## config.mk

```make
export PLATFORM = sky130hd
export DESIGN_NAME = adder_pipe_reg
export DESIGN_NICKNAME = d
export VERILOG_FILES = /design/src/rtl/adder_pipe_reg.sv
export SDC_FILE = /design/constraint.sdc
export NUM_CORES = 1
export LEC_CHECK = 0
export ABC_AREA = 1
export BUFFER_PORTS_ARGS = -buffer_cell sky130_fd_sc_hd__buf_2
export CAP_MARGIN = 20
export CORE_MARGIN = 2
export CORE_UTILIZATION = 50
export DETAILED_ROUTE_END_ITERATION = 12
export GPL_TIMING_DRIVEN = 0
export MAX_ROUTING_LAYER = met4
export PLACE_DENSITY = 0.78
export SLEW_MARGIN = 10
export SYNTH_ARGS = -nofsm -noshare
export SYNTH_HDL_FRONTEND = slang
export SYNTH_SLANG_ARGS = --single-unit
```

## constraint.sdc

```tcl
create_clock -name clk -period 3.9 [get_ports clk]
set_clock_uncertainty 0.1 [all_clocks]
set_input_delay 0.78 -clock clk [delete_from_list [all_inputs] [get_ports clk]]
set_output_delay 0.78 -clock clk [all_outputs]
set_load 0.02 [all_outputs]
```

## src/rtl/adder_pipe_reg.sv

```systemverilog
// Pipelined adder/subtractor: the WIDTH-bit carry chain is cut into STAGES equal chunks,
// one register stage per chunk. Define ADDER_PIPE_OVF_EN to add the signed-overflow output ovf.
module adder_pipe_reg #(
    parameter int WIDTH  = 32,
    parameter int STAGES = 4
) (
    input  logic             clk,
    input  logic             rst,
    input  logic             in_valid,
    output logic             in_ready,
    input  logic [WIDTH-1:0] a,
    input  logic [WIDTH-1:0] b,
    input  logic             ci,
    input  logic             sub,
    output logic             out_valid,
    input  logic             out_ready,
    output logic [WIDTH-1:0] s,
`ifdef ADDER_PIPE_OVF_EN
    output logic             ovf,
`endif
    output logic             co
);
    localparam int C = WIDTH / STAGES;

    if (STAGES < 1 || STAGES > WIDTH || (WIDTH % STAGES) != 0) begin : g_bad_cfg
        $error("adder_pipe_reg: WIDTH must be a non-zero multiple of STAGES");
    end

    logic             adv;
    logic [WIDTH-1:0] b_eff;
    logic             c0;

    // The whole pipeline moves as one unit; a full output register blocks everything.
    assign adv      = !out_valid || out_ready;
    assign in_ready = adv;
    assign b_eff    = sub ? ~b : b;
    assign c0       = sub | ci;

    for (genvar k = 0; k < STAGES; k++) begin : g_st
        localparam int OW = WIDTH - k * C;   // operand bits not yet consumed
        localparam int SW = (k + 1) * C;     // sum bits already produced

        logic [OW-1:0] a_in, b_in;
        logic          c_in, v_in;
        logic [C:0]    chunk;
        logic [SW-1:0] s_d, s_q;
        logic          c_q, v_q;

        if (k == 0) begin : g_src
            assign a_in = a;
            assign b_in = b_eff;
            assign c_in = c0;
            assign v_in = in_valid;
            assign s_d  = chunk[C-1:0];
        end else begin : g_src
            assign a_in = g_st[k-1].g_fwd.a_q;
            assign b_in = g_st[k-1].g_fwd.b_q;
            assign c_in = g_st[k-1].c_q;
            assign v_in = g_st[k-1].v_q;
            assign s_d  = {chunk[C-1:0], g_st[k-1].s_q};
        end

        assign chunk = {1'b0, a_in[C-1:0]} + {1'b0, b_in[C-1:0]} + {{C{1'b0}}, c_in};

        always_ff @(posedge clk) begin
            if (rst) begin
                s_q <= '0;
                c_q <= 1'b0;
                v_q <= 1'b0;
            end else if (adv) begin
                s_q <= s_d;
                c_q <= chunk[C];
                v_q <= v_in;
            end
        end

        if (k < STAGES - 1) begin : g_fwd
            logic [OW-C-1:0] a_q, b_q;

            always_ff @(posedge clk) begin
                if (rst) begin
                    a_q <= '0;
                    b_q <= '0;
                end else if (adv) begin
                    a_q <= a_in[OW-1:C];
                    b_q <= b_in[OW-1:C];
                end
            end
        end

`ifdef ADDER_PIPE_OVF_EN
        if (k == STAGES - 1) begin : g_ovf
            logic ovf_d, ovf_q;

            // Carry into the MSB is recovered from the MSB sum bit (s = a ^ b ^ cin).
            assign ovf_d = (a_in[C-1] ^ b_in[C-1] ^ chunk[C-1]) ^ chunk[C];

            always_ff @(posedge clk) begin
                if (rst)      ovf_q <= 1'b0;
                else if (adv) ovf_q <= ovf_d;
            end
        end
`endif
    end

    assign s         = g_st[STAGES-1].s_q;
    assign co        = g_st[STAGES-1].c_q;
    assign out_valid = g_st[STAGES-1].v_q;
`ifdef ADDER_PIPE_OVF_EN
    assign ovf       = g_st[STAGES-1].g_ovf.ovf_q;
`endif

endmodule

```

Word level (Yosys, flattened, before mapping)
Cells that the tools add are included.
{ "word_totals": {"reg_bits": 184, "word_cells": 31} }
{ "classes": {"bitwise": 2, "reduce_logical": 2, "mux": 1, "addsub": 8} }
{ "ops": {"columns": ["operator", "count"], "rows": [
  ["adder 8 x 8 -> 9 bit", 4],
  ["adder 9 x 1 -> 9 bit", 4],
  ["two-way mux 32 bit", 1],
  ["NOT 32 bit", 1],
  ["zero test 1 bit", 1],
  ["logical OR 1 bit", 1],
  ["OR 1 bit", 1]
]} }

Logic depth before layout (Yosys ltp)
Gate-level depths: netlist of the first run.
{ "logic_depth": {"depth_word": 4, "mapped_depth": 15} }

Least setup slack after synthesis of the first run
Ideal clock, no wire load.
{ "synth_path": {"kind": "input -> register", "startpoint": "input sub", "endpoint": "register g_st[0].s_q[4]", "t_arrival_ns": 2.537, "n_path_buf": 2, "t_required_ns": 3.691, "setup_slack_ns": 1.154, "path_stages": 14, "path_cell_list": "buf_2 > buf_4 > or2_2 > fa_1 > inv_1 > fa_1 > inv_1 > nand2_1 > nand2_1 > o21ai_0 > xor2_1 > nand2_1 > nand2_1 > inv_1"} }
{ "synth_via": {"elab_chain_len": 3} }
{ "synth_rtl": {"columns": ["item", "line_no", "source"], "rows": [
  ["from (decl)", "14", "input logic sub,"],
  ["two-way mux 32 bit", "36", "assign b_eff = sub ? ~b : b;"],
  ["adder 8 x 8 -> 9 bit", "63", "assign chunk = {1'b0, a_in[C-1:0]} + {1'b0, b_in[C-1:0]} + {{C{1'b0}}, c_in};"],
  ["adder 9 x 1 -> 9 bit (*)", "63", null],
  ["to (signal assigned)", "67", "s_q <= '0;"],
  ["to (signal assigned)", "71", "s_q <= s_d;"],
  ["to (decl)", "46", "logic [SW-1:0] s_d, s_q;"]
]} }
Mark *: on every way between the ends. The rest lies on a longest branch, timed or not.
A chain may end at the register's enable or synchronous reset.

Worst setup path in the final report of the first run
{ "layout_path": {"startpoint": "input out_ready", "endpoint": "output in_ready"} }
{ "layout_via": {"elab_chain_len": 1} }
{ "layout_rtl": {"columns": ["item", "line_no", "source"], "rows": [
  ["from (decl)", "16", "input logic out_ready,"],
  ["logical OR 1 bit", "34", "assign adv = !out_valid || out_ready;"],
  ["to (decl)", "10", "output logic in_ready,"]
]} }
No other way between the ends.

==> results.rst, run 1 <==
.. list-table::
   :header-rows: 1

   * - Metric
     - Value
   * - Commonest cells post-synth
     - sky130_fd_sc_hd__nor2_1, sky130_fd_sc_hd__dfxtp_1, sky130_fd_sc_hd__o21ai_0
   * - Total wire length after detailed routing
     - 19080 um
   * - Synth Net Count
     - 1154
   * - Pint
     - 3217 uW
   * - Crit path cell chain
     - buf_2, nor2_4, inv_2, buf_2, buf_2, buf_2
   * - Post-Syn Area
     - 8026 um^2
   * - First-pass GRT wire length
     - 30350 um
   * - Combinational group share of total power
     - 12.6%
   * - Total power
     - 4353 uW
   * - Number of pins with negative max-slew slack in the final report
     - 0
   * - Clock transition time at the flip-flop clock pins of the worst setup and hold paths
     - 0.06 ns
   * - Pre-antenna DRT Iters
     - 5
   * - Slowest Stage Delay on Critical Path
     - 0.28 ns
   * - Detailed placement HPWL
     - 14190 um
   * - Number of clock sinks
     - 184
   * - Source-to-sink clock delay at the later pin of the worst-skew pair
     - 0.44 ns
   * - H-tree lvl count
     - 4
   * - Placed Instance Area
     - 8812 um^2
   * - Final critical delay including setup and external delays
     - 2.625 ns
   * - Vias per std cell
     - 4.958
   * - Largest area contributor in the netlist
     - sky130_fd_sc_hd__dfxtp_1
   * - Number of resized instances in the post-cts repair step
     - 0
   * - Number of cells on the worst reg-to-reg path
     - 10
   * - Critical path depth in cells
     - 6
   * - Final design instance area without fill
     - 9383 um^2
   * - Endpoints failing setup
     - 0
   * - R2R setup slack
     - 1.85 ns
   * - Total inserted antenna cells
     - 0
   * - Sum Neg Setup Slack
     - 0 ns
   * - Die extent in x
     - 130.7 um
   * - Mapped Cells
     - 1048
   * - Mean instance size in the synthesized netlist
     - 7.659 um^2
   * - CTS root buffer
     - sky130_fd_sc_hd__clkbuf_16
   * - Worst hold-check path type
     - register to register
   * - GRT Overall Usage
     - 23.82%
   * - Slowest library cell on the worst path
     - sky130_fd_sc_hd__buf_2
   * - Final GP Congestion
     - 0.8763
   * - Number of top-level pins
     - 105
   * - Fraction of registers with async set/reset
     - 0%
   * - Fin nets
     - 1276
   * - Die Span Y
     - 130.7 um
   * - Total overflow reported by the global router
     - 0
   * - Net switching fraction of the power
     - 26.10%
   * - Transition time of the tightest slew-check pin
     - 0.6346 ns
   * - Origin of the worst setup path
     - out_ready
   * - Area enclosed by the die boundary
     - 17080 um^2
   * - Max-slew headroom at the worst pin
     - 57.69%
   * - Clock network fraction of design power
     - 38.6%
   * - Cells taking the most area after synthesis
     - sky130_fd_sc_hd__dfxtp_1, sky130_fd_sc_hd__nor2_1, sky130_fd_sc_hd__o21ai_0
   * - Power density relative to cell area
     - 464.0 nW/um^2
   * - # Post-CTS Setup Buffers
     - 0
   * - EDFF count, synth
     - 0
   * - Outcome
     - complete, no violations
   * - Via total after detailed routing
     - 6931
   * - Static leakage
     - 0.004889 uW
   * - Core region area
     - 15770 um^2
   * - Startpoint type of the worst setup path
     - input port
   * - Site Rows
     - 46
   * - Top FF cell, synth
     - sky130_fd_sc_hd__dfxtp_1
   * - Layout Utilization
     - 59.50%
   * - Fraction of power consumed by sequential logic
     - 48.8%
   * - Fraction of the yosys area taken by sequential cells
     - 45.89%
   * - Via count of the first global-routing pass
     - 6295
   * - Number of buffers added to fix hold violations after cts
     - 0
   * - Capture point of the worst path
     - in_ready
   * - Most frequently used cell type in the post-synthesis netlist
     - sky130_fd_sc_hd__nor2_1
   * - Worst Path Class, Setup
     - input port to output pin
   * - Cell repeated most along the worst path
     - sky130_fd_sc_hd__buf_2
   * - Number of maximum-capacitance constraint violations
     - 0
   * - Number of warnings reported in the yosys synthesis log
     - 0
   * - Number of antenna violations at the first check in global routing
     - 0
   * - Top cell type's share of synthesized area
     - 45.89%
   * - CP arrival
     - 1.74 ns
   * - Final Instance Count excl. Fillers
     - 1398
   * - Startpoint of the worst-slack reg-to-reg timing path
     - g_st[1].c_q
   * - Antenna-violating nets left
     - 0
   * - Highest attainable clock frequency
     - 381.0 MHz
   * - Cell count after placement
     - 1367
   * - Worst r2r dst
     - g_st[2].s_q[22]
   * - Peak supply drop
     - 0.3286 mV
   * - Starting density of the core
     - 50.90%
   * - Number of clock buffers inserted by TritonCTS
     - 17
   * - CP delay by family, top
     - buffers and inverters
   * - Share of cells above drive strength 1
     - 15.74%
   * - DRC violation count after routing
     - 0
   * - Switching power total
     - 1136 uW
   * - Post-route fraction of the period consumed by the critical path
     - 67.29%
   * - Largest fanout on the critical path
     - 10
   * - Endpoint kind of the worst setup timing path
     - output pin
   * - Distinct cell type count of the synthesized netlist
     - 23
   * - Largest net degree at the start of global routing
     - 17
   * - Number of synthesized register bits
     - 184
   * - CTS tree
     - built
   * - Routed wire length per instance
     - 13.65 um
   * - Initial DRC Count
     - 594
   * - Area grow syn2layout
     - 16.90%
   * - Depth of the worst hold-timing path
     - 2
   * - Number of buffers inserted by port buffering
     - 103
   * - Setup repair after global routing missed its margin
     - no
   * - Bufs and invs on worst path
     - 5
   * - Number of endpoints with negative hold slack in the final report
     - 0
   * - Max Root-Sink Buffers
     - 2
   * - Required time of the critical path
     - 3.02 ns
-- sequential cells by signal, indices dropped and copies added (netlist names) --
signal,flops
out_valid,1
g_st.v_q,3
co,1
g_st.g_fwd.b_q,48
g_st.s_q,48
s,32
g_st.c_q,3
g_st.g_fwd.a_q,48
-- worst min path at each step --
stage | startpoint | to | slack (ns)
after global routing | g_st[0].g_fwd.b_q[22] | g_st[1].g_fwd.b_q[14] | 0.40
after global placement | g_st[0].g_fwd.b_q[22] | g_st[1].g_fwd.b_q[14] | 0.34
after detailed placement | g_st[0].g_fwd.b_q[22] | g_st[1].g_fwd.b_q[14] | 0.36
after floorplan | g_st[0].g_fwd.b_q[22] | g_st[1].g_fwd.b_q[14] | 0.32
after CTS | g_st[0].g_fwd.b_q[22] | g_st[1].g_fwd.b_q[14] | 0.37
final | s[25] | s[25] | 0.37
-- tightest hold or removal path, delay by kind of cell (launching register included) --
family / cells / cell delay [ns]
simple gates: 2 / 0.12
flops: 1 / 0.32
-- layout by cell type, fill, tap and decap left out, types with 3 or more instances in the layout --
cell type	instances
sky130_fd_sc_hd__a211oi_1	4
sky130_fd_sc_hd__nand3_1	36
sky130_fd_sc_hd__o21ai_0	144
sky130_fd_sc_hd__o21bai_1	3
sky130_fd_sc_hd__clkbuf_1	20
sky130_fd_sc_hd__xnor2_1	30
sky130_fd_sc_hd__nand3b_1	7
sky130_fd_sc_hd__fa_1	8
sky130_fd_sc_hd__ha_1	28
sky130_fd_sc_hd__clkinv_2	3
sky130_fd_sc_hd__inv_1	70
sky130_fd_sc_hd__nand2_1	93
sky130_fd_sc_hd__buf_2	136
sky130_fd_sc_hd__xor2_1	14
sky130_fd_sc_hd__a21oi_1	45
sky130_fd_sc_hd__o21ai_1	36
sky130_fd_sc_hd__clkbuf_16	17
sky130_fd_sc_hd__or2_2	5
sky130_fd_sc_hd__or2_0	4
sky130_fd_sc_hd__dfxtp_1	184
sky130_fd_sc_hd__nor2_1	268
sky130_fd_sc_hd__clkinvlp_4	3
sky130_fd_sc_hd__buf_4	13
-- routing by layer --
metal | global-route usage (%) | share of wire (%) | vias up | routed length (um)
met5 | - | 0 | - | 0
met4 | 8.260 | 1.9 | 0 | 356
met3 | 4.275 | 4.6 | 28 | 879
met2 | 37.87 | 46 | 163 | 8832
met1 | 30.80 | 47 | 3133 | 9013
li1 | - | - | 3607 | -
-- per-stage QoR --
stage | worst slack [ns] | hold WS (ns)
finish | 1.276 | 0.3729
detailed placement | 0.9966 | 0.3608
CTS | 1.311 | 0.3739
floorplan | 1.154 | 0.3205
global route | 1.229 | 0.3953
global placement | 1.036 | 0.3444
-- power groups by stage --
stage | registers [uW] | logic [uW] | clock network [uW]
6_report | 2120 | 548 | 1680
5_1_grt | 2140 | 626 | 1770
4_1_cts | 2120 | 549 | 1690
3_5_place_dp | 2160 | 543 | 0
3_3_place_gp | 2160 | 532 | 0
2_1_floorplan | 2160 | 365 | 0
-- cell type report --
cell class	instances	area (um^2)
Fill cell	1462	6387
Clock inverter	11	123.9
Buffer	64	330.3
Timing Repair Buffer	103	515.5
Tap cell	216	270.3
Sequential cell	184	3684
Multi-Input combinational cell	728	3742
Inverter	72	270.3
Clock buffer	20	446.7
-- logic make-up after synthesis --
| group | Yosys count | synth area share [%] |
|---|---|---|
| adders and majority gates | 36 | 6.360 |
| and+or+nand+nor | 416 | 20.78 |
| buffers and inverters | 136 | 7.482 |
| AOI/OAI and AO/OA | 232 | 14.68 |
| xor gates and xnor gates | 44 | 4.801 |
| DFF | 184 | 45.89 |
Power figures use the tool's default switching activity.
==> inputs of run 2 (changes only) <==
==> constraint.sdc (replaced) <==
create_clock -name clk -period 2.43 [get_ports clk]
set_clock_uncertainty 0.1 [all_clocks]
set_input_delay 0.486 -clock clk [delete_from_list [all_inputs] [get_ports clk]]
set_output_delay 0.486 -clock clk [all_outputs]
set_load 0.02 [all_outputs]
==> results.rst, run 2 (synthesized netlist as in run 1, its figures left out) <==
.. list-table::
   :header-rows: 1

   * - Metric
     - Value
   * - Number of resized instances in the post-cts repair step
     - 0 (unchanged)
   * - Total wire length after detailed routing
     - 18770 um (was 19080 um)
   * - Total overflow reported by the global router
     - 0 (unchanged)
   * - Initial DRC Count
     - 502 (was 594)
   * - Via count of the first global-routing pass
     - 6371 (was 6295)
   * - Seq. cell area
     - 3684 um^2 (unchanged)
   * - Detailed placement HPWL
     - 14160 um (was 14190 um)
   * - # Post-CTS Setup Buffers
     - 0 (unchanged)
   * - CP arrival
     - 1.70 ns (was 1.74 ns)
   * - Number of top-level pins
     - 105 (unchanged)
   * - Top flop regs
     - g_st.g_fwd.a_q x48, g_st.g_fwd.b_q x48, g_st.s_q x48 (unchanged)
   * - Number of buffers added to fix hold violations after cts
     - 0 (unchanged)
   * - Count of filler cells inserted in the layout
     - 1509 (was 1462)
   * - Pre-CTS setup slack
     - -0.1233 ns (was 0.9966 ns)
   * - Transition time of the tightest slew-check pin
     - 0.6064 ns (was 0.6346 ns)
   * - Endpoint kind of the worst setup timing path
     - output pin (unchanged)
   * - Number of endpoints with negative hold slack in the final report
     - 0 (unchanged)
   * - Post-route setup slack
     - 0.1402 ns (was 1.276 ns)
   * - Via total after detailed routing
     - 6906 (was 6931)
   * - Cell count after placement
     - 1367 (unchanged)
   * - Share of cells above drive strength 1
     - 15.82% (was 15.74%)
   * - CTS root buffer
     - sky130_fd_sc_hd__clkbuf_16 (unchanged)
   * - Placed Instance Area
     - 8816 um^2 (was 8812 um^2)
   * - Largest fanout on the critical path
     - 10 (unchanged)
   * - Starting density of the core
     - 50.90% (unchanged)
   * - Peak supply drop
     - 0.4950 mV (was 0.3286 mV)
   * - Final critical delay including setup and external delays
     - 2.290 ns
   * - Fin nets
     - 1276 (unchanged)
   * - Highest attainable clock frequency
     - 436.7 MHz
   * - Core region area
     - 15770 um^2 (unchanged)
   * - Total area of multi-input combinational cells
     - 3742 um^2 (unchanged)
   * - Number of clock sinks
     - 184 (unchanged)
   * - Total inserted antenna cells
     - 0 (unchanged)
   * - Most common library cell in the layout ignoring fill and taps
     - sky130_fd_sc_hd__nor2_1 (unchanged)
   * - CTS tree
     - built (unchanged)
   * - Largest net degree at the start of global routing
     - 17 (unchanged)
   * - GRT Overall Usage
     - 23.98% (was 23.82%)
   * - Pre-antenna DRT Iters
     - 5 (unchanged)
   * - Vias per std cell
     - 4.940 (was 4.958)
   * - Antenna-violating nets left
     - 0 (unchanged)
   * - Die extent in x
     - 130.7 um (unchanged)
   * - Outcome
     - complete, no violations (unchanged)
   * - Required time of the critical path
     - 1.84 ns (was 3.02 ns)
   * - Most frequent cells in the layout
     - sky130_fd_sc_hd__nor2_1, sky130_fd_sc_hd__dfxtp_1, sky130_fd_sc_hd__o21ai_0, sky130_fd_sc_hd__buf_2, sky130_fd_sc_hd__nand2_1 (unchanged)
   * - Max Root-Sink Buffers
     - 2 (unchanged)
   * - Area enclosed by the die boundary
     - 17080 um^2 (unchanged)
   * - Number of maximum-capacitance constraint violations
     - 0 (unchanged)
   * - Die Span Y
     - 130.7 um (unchanged)
   * - Number of antenna violations at the first check in global routing
     - 0 (unchanged)
   * - Post-route fraction of the period consumed by the critical path
     - 94.23%
   * - Final GP Congestion
     - 0.9061 (was 0.8763)
   * - Worst Path Class, Setup
     - register to output pin (was input port to output pin)
   * - Worst hold-check path type
     - input port to register (was register to register)
   * - Startpoint type of the worst setup path
     - register (was input port)
   * - DRC violation count after routing
     - 0 (unchanged)
   * - H-tree lvl count
     - 4 (unchanged)
   * - First-pass GRT wire length
     - 30720 um (was 30350 um)
   * - Number of pins with negative max-slew slack in the final report
     - 0 (unchanged)
   * - Layout Utilization
     - 59.49% (was 59.50%)
   * - Static leakage
     - 0.004893 uW (was 0.004889 uW)
   * - Endpoints failing setup
     - 0 (unchanged)
   * - Clock transition time at the flip-flop clock pins of the worst setup and hold paths
     - 0.06 ns (about the same)
   * - Setup repair after global routing missed its margin
     - no (unchanged)
   * - Power density relative to cell area
     - 737.5 nW/um^2 (was 464.0 nW/um^2)
   * - Final Instance Count excl. Fillers
     - 1398 (unchanged)
   * - Routed wire length per instance
     - 13.42 um (was 13.65 um)
   * - R2R setup slack
     - 0.40 ns (was 1.85 ns)
   * - Area grow syn2layout
     - 16.88% (was 16.90%)
   * - Number of buffers inserted by port buffering
     - 103 (unchanged)
   * - Max-slew headroom at the worst pin
     - 59.57% (was 57.69%)
   * - Number of clock buffers inserted by TritonCTS
     - 17 (unchanged)
   * - Site Rows
     - 46 (unchanged)
   * - Source-to-sink clock delay at the later pin of the worst-skew pair
     - 0.43 ns (was 0.44 ns)
   * - Final design instance area without fill
     - 9382 um^2 (was 9383 um^2)
==> run 2: cell types whose count changed in the layout (fill, tap and decap cells not counted), sizes merged <==
cell / delta
clkinv: +2
inv: -1
clkinvlp: -1
clkbuf: +1
bufinv: -1
==> run 2: where the power goes <==
group | leakage, uW | internal (uW) | switching (uW)
Combinational | 0.00310 | 364 | 511
Clock | 0.000275 | 1490 | 1150
Sequential | 0.00152 | 3260 | 144
Total | 0.00489 | 5120 | 1800
==> run 2: worst paths after layout <==
path	startpoint	to	cells after the start
max reg2reg	g_st[1].c_q	g_st[2].s_q[22]	10
min reg2reg	g_st[0].g_fwd.b_q[22]	g_st[1].g_fwd.b_q[14]	2
max	out_valid	in_ready	6
min	rst	out_valid	2
==> run 2: per-layer routing <==
layer  up-vias  part of all wire (%)  global-route usage, %
met5         -                     0                      -
met4         0                   2.0                  8.761
met3        27                   4.9                  3.624
met2       168                    46                  38.54
met1      3087                    47                  30.88
li1       3624                     -                      -
==> run 2: final cells by class <==
class	count	share of cell area, %
clock buffer	21	5.015
buffer	64	3.561
sequential	184	39.26
timing repair buffer	103	5.495
clock inverter	10	1.014
multi-input combinational	728	39.89
inverter	72	2.881
tap	216	2.881
==> run 2: through the flow <==
stage                     hold slack, ns  power [uW]  TNS, ns
after global placement            0.3440        4315  -0.2244
final                             0.1415        6919        0
after global routing              0.1365        7218        0
after detailed placement          0.3481        4342  -0.2783
after floorplan                   0.3205        4049        0
after CTS                         0.1361        6945        0
==> run 2: critical path: stages (launching register included) <==
cell                      delay (ns)
sky130_fd_sc_hd__dfxtp_1        0.31
sky130_fd_sc_hd__inv_1          0.08
sky130_fd_sc_hd__nor2_4         0.05
sky130_fd_sc_hd__inv_2          0.08
sky130_fd_sc_hd__buf_2          0.26
sky130_fd_sc_hd__buf_2          0.29
sky130_fd_sc_hd__buf_2          0.21
==> inputs of run 3 (changes only) <==
--- a/config.mk
+++ b/config.mk
@@ -8,6 +8,7 @@
 export ABC_AREA = 1
 export BUFFER_PORTS_ARGS = -buffer_cell sky130_fd_sc_hd__buf_2
 export CAP_MARGIN = 20
+export CORE_ASPECT_RATIO = 1.75
 export CORE_MARGIN = 2
 export CORE_UTILIZATION = 50
 export DETAILED_ROUTE_END_ITERATION = 12
==> results.rst, run 3 (synthesized netlist as in run 1, its figures left out) <==
.. list-table::
   :header-rows: 1

   * - Metric
     - Value
   * - Outcome
     - complete, no violations (unchanged)
   * - Worst Hold Path EP
     - out_valid (unchanged)
   * - Final GP Congestion
     - 0.9952 (was 0.9061)
   * - Number of buffers inserted by port buffering
     - 103 (unchanged)
   * - Number of pins with negative max-slew slack in the final report
     - 0 (unchanged)
   * - Top flop regs
     - g_st.g_fwd.a_q x48, g_st.g_fwd.b_q x48, g_st.s_q x48 (unchanged)
   * - # Post-CTS Setup Buffers
     - 0 (unchanged)
   * - Required time of the critical path
     - 1.84 ns (about the same)
   * - Vias per std cell
     - 5.194 (was 4.940)
   * - Transition time of the tightest slew-check pin
     - 0.5439 ns (was 0.6064 ns)
   * - Count of filler cells inserted in the layout
     - 1460 (was 1509)
   * - Most common library cell in the layout ignoring fill and taps
     - sky130_fd_sc_hd__nor2_1 (unchanged)
   * - Die Span Y
     - 171.6 um (was 130.7 um)
   * - Worst hold path startpoint
     - rst (unchanged)
   * - Startpoint of the worst-slack reg-to-reg timing path
     - g_st[2].c_q (was g_st[1].c_q)
   * - Largest fanout on the critical path
     - 10 (unchanged)
   * - Final design instance area without fill
     - 9364 um^2 (was 9382 um^2)
   * - Setup repair after global routing missed its margin
     - no (unchanged)
   * - Static leakage
     - 0.004900 uW (was 0.004893 uW)
   * - Post-route fraction of the period consumed by the critical path
     - 95.39% (was 94.23%)
   * - Die extent in x
     - 99.78 um (was 130.7 um)
   * - CTS tree
     - built (unchanged)
   * - Endpoint kind of the worst setup timing path
     - output pin (unchanged)
   * - Worst Path Class, Setup
     - register to output pin (unchanged)
   * - Fraction of power consumed by sequential logic
     - 48.5% (was 49.2%)
   * - Routed wire length per instance
     - 14.59 um (was 13.42 um)
   * - Max-slew headroom at the worst pin
     - 63.74% (was 59.57%)
   * - Pint
     - 5118 uW (was 5116 uW)
   * - Number of cells on the worst reg-to-reg path
     - 10 (unchanged)
   * - Number of resized instances in the post-cts repair step
     - 0 (unchanged)
   * - GRT Overall Usage
     - 24.51% (was 23.98%)
   * - Core region area
     - 15800 um^2 (was 15770 um^2)
   * - Largest net degree at the start of global routing
     - 18 (was 17)
   * - Total inserted antenna cells
     - 0 (unchanged)
   * - Area enclosed by the die boundary
     - 17120 um^2 (was 17080 um^2)
   * - Area grow syn2layout
     - 16.66% (was 16.88%)
   * - DRC violation count after routing
     - 0 (unchanged)
   * - Share of cells above drive strength 1
     - 15.98% (was 15.82%)
   * - Highest attainable clock frequency
     - 431.4 MHz (was 436.7 MHz)
   * - Endpoints failing setup
     - 0 (unchanged)
   * - Number of endpoints with negative hold slack in the final report
     - 0 (unchanged)
   * - Total wire length after detailed routing
     - 20020 um (was 18770 um)
   * - H-tree lvl count
     - 4 (unchanged)
   * - Clock network fraction of design power
     - 38.8% (was 38.1%)
   * - R2R setup slack
     - 0.41 ns (was 0.40 ns)
   * - Detailed placement HPWL
     - 15020 um (was 14160 um)
   * - Sum Neg Setup Slack
     - 0 ns (unchanged)
   * - Total overflow reported by the global router
     - 0 (unchanged)
   * - Source-to-sink clock delay at the later pin of the worst-skew pair
     - 0.44 ns (was 0.43 ns)
   * - Clock transition time at the flip-flop clock pins of the worst setup and hold paths
     - 0.06 ns (about the same)
   * - First-pass GRT wire length
     - 31850 um (was 30720 um)
   * - Starting density of the core
     - 50.80% (was 50.90%)
   * - Layout Utilization
     - 59.27% (was 59.49%)
   * - Worst r2r dst
     - s[30] (was g_st[2].s_q[22])
   * - Number of antenna violations at the first check in global routing
     - 0 (unchanged)
   * - Initial DRC Count
     - 302 (was 502)
   * - Placed Instance Area
     - 8782 um^2 (was 8816 um^2)
   * - Fin nets
     - 1276 (unchanged)
   * - Net switching fraction of the power
     - 26.99% (was 26.06%)
   * - Via total after detailed routing
     - 7126 (was 6906)
   * - CP arrival
     - 1.73 ns (was 1.70 ns)
   * - Peak supply drop
     - 0.5262 mV (was 0.4950 mV)
   * - Number of clock buffers inserted by TritonCTS
     - 17 (unchanged)
   * - Power density relative to cell area
     - 748.7 nW/um^2 (was 737.5 nW/um^2)
   * - Worst hold-check path type
     - input port to register (unchanged)
   * - Startpoint type of the worst setup path
     - register (unchanged)
   * - Combinational group share of total power
     - 12.8% (was 12.7%)
   * - Number of top-level pins
     - 105 (unchanged)
   * - Pre-antenna DRT Iters
     - 6 (was 5)
   * - Site Rows
     - 61 (was 46)
   * - Number of clock sinks
     - 184 (unchanged)
   * - Switching power total
     - 1892 uW (was 1803 uW)
   * - Max Root-Sink Buffers
     - 2 (unchanged)
   * - Final critical delay including setup and external delays
     - 2.318 ns (was 2.290 ns)
   * - Number of maximum-capacitance constraint violations
     - 0 (unchanged)
   * - Most frequent cells in the layout
     - sky130_fd_sc_hd__nor2_1, sky130_fd_sc_hd__dfxtp_1, sky130_fd_sc_hd__o21ai_0, sky130_fd_sc_hd__buf_2, sky130_fd_sc_hd__nand2_1 (unchanged)
   * - Number of buffers added to fix hold violations after cts
     - 0 (unchanged)
   * - Depth of the worst hold-timing path
     - 2 (unchanged)
   * - Total power
     - 7011 uW (was 6919 uW)
   * - CTS root buffer
     - sky130_fd_sc_hd__clkbuf_16 (unchanged)
   * - Via count of the first global-routing pass
     - 6850 (was 6371)
   * - Antenna-violating nets left
     - 0 (unchanged)
## run 3: changes by cell type in the layout (fill, tap and decap cells not counted), sizes merged
cell / before / now
clkinv: 6 / 2
inv: 73 / 80
clkbuf: 39 / 37
## run 3: worst max path at each step
stage / start / end / slack (ns) / cells after the start
floorplan: sub / g_st[0].s_q[4] / 0.01 / 14
detailed placement: sub / g_st[0].s_q[4] / -0.14 / 14
finish: out_valid / in_ready / 0.11 / 6
global route: out_valid / in_ready / 0.05 / 6
CTS: out_valid / in_ready / 0.15 / 6
global placement: sub / g_st[0].s_q[4] / -0.13 / 14
## run 3: power by group through the flow
stage / Combinational, uW / Clock [uW] / Sequential [uW]
global placement: 862 / 0 / 3450
global route: 1010 / 2870 / 3420
floorplan: 586 / 0 / 3460
detailed placement: 886 / 0 / 3460
finish: 894 / 2720 / 3400
CTS: 895 / 2740 / 3390
## run 3: area by class of cell
| cell class | count | area, um^2 | share of cell area, % |
|---|---|---|---|
| Multi-Input combinational cell | 728 | 3742 | 39.97 |
| Timing Repair Buffer | 103 | 515.5 | 5.505 |
| Clock inverter | 13 | 128.9 | 1.376 |
| Inverter | 72 | 270.3 | 2.886 |
| Clock buffer | 19 | 452.9 | 4.837 |
| Sequential cell | 184 | 3684 | 39.34 |
| Tap cell | 189 | 236.5 | 2.525 |
| Buffer | 64 | 334.1 | 3.568 |
## run 3: metrics by stage
stage	setup slack [ns]	hold WS (ns)	instances
finish	0.1119	0.1841	1372
global route	0.05235	0.1763	1372
CTS	0.1488	0.1757	1372
detailed placement	-0.1433	0.3495	1340
global placement	-0.1345	0.3417	1340
floorplan	0.01125	0.3205	1048
## run 3: routing by layer
layer / vias to the layer above / wire [um] / GRT usage, %
met4: 0 / 964 / 14.35
met2: 200 / 10660 / 44.30
met1: 3246 / 7512 / 24.47
met3: 66 / 884 / 4.145
met5: - / 0 / -
li1: 3614 / - / -
## run 3: critical path, stage by stage, from the launching register on
cell                      delay (ns)
sky130_fd_sc_hd__dfxtp_1        0.32
sky130_fd_sc_hd__inv_1          0.09
sky130_fd_sc_hd__nor2_4         0.05
sky130_fd_sc_hd__inv_2          0.08
sky130_fd_sc_hd__buf_2          0.25
sky130_fd_sc_hd__buf_2          0.30
sky130_fd_sc_hd__buf_2          0.21
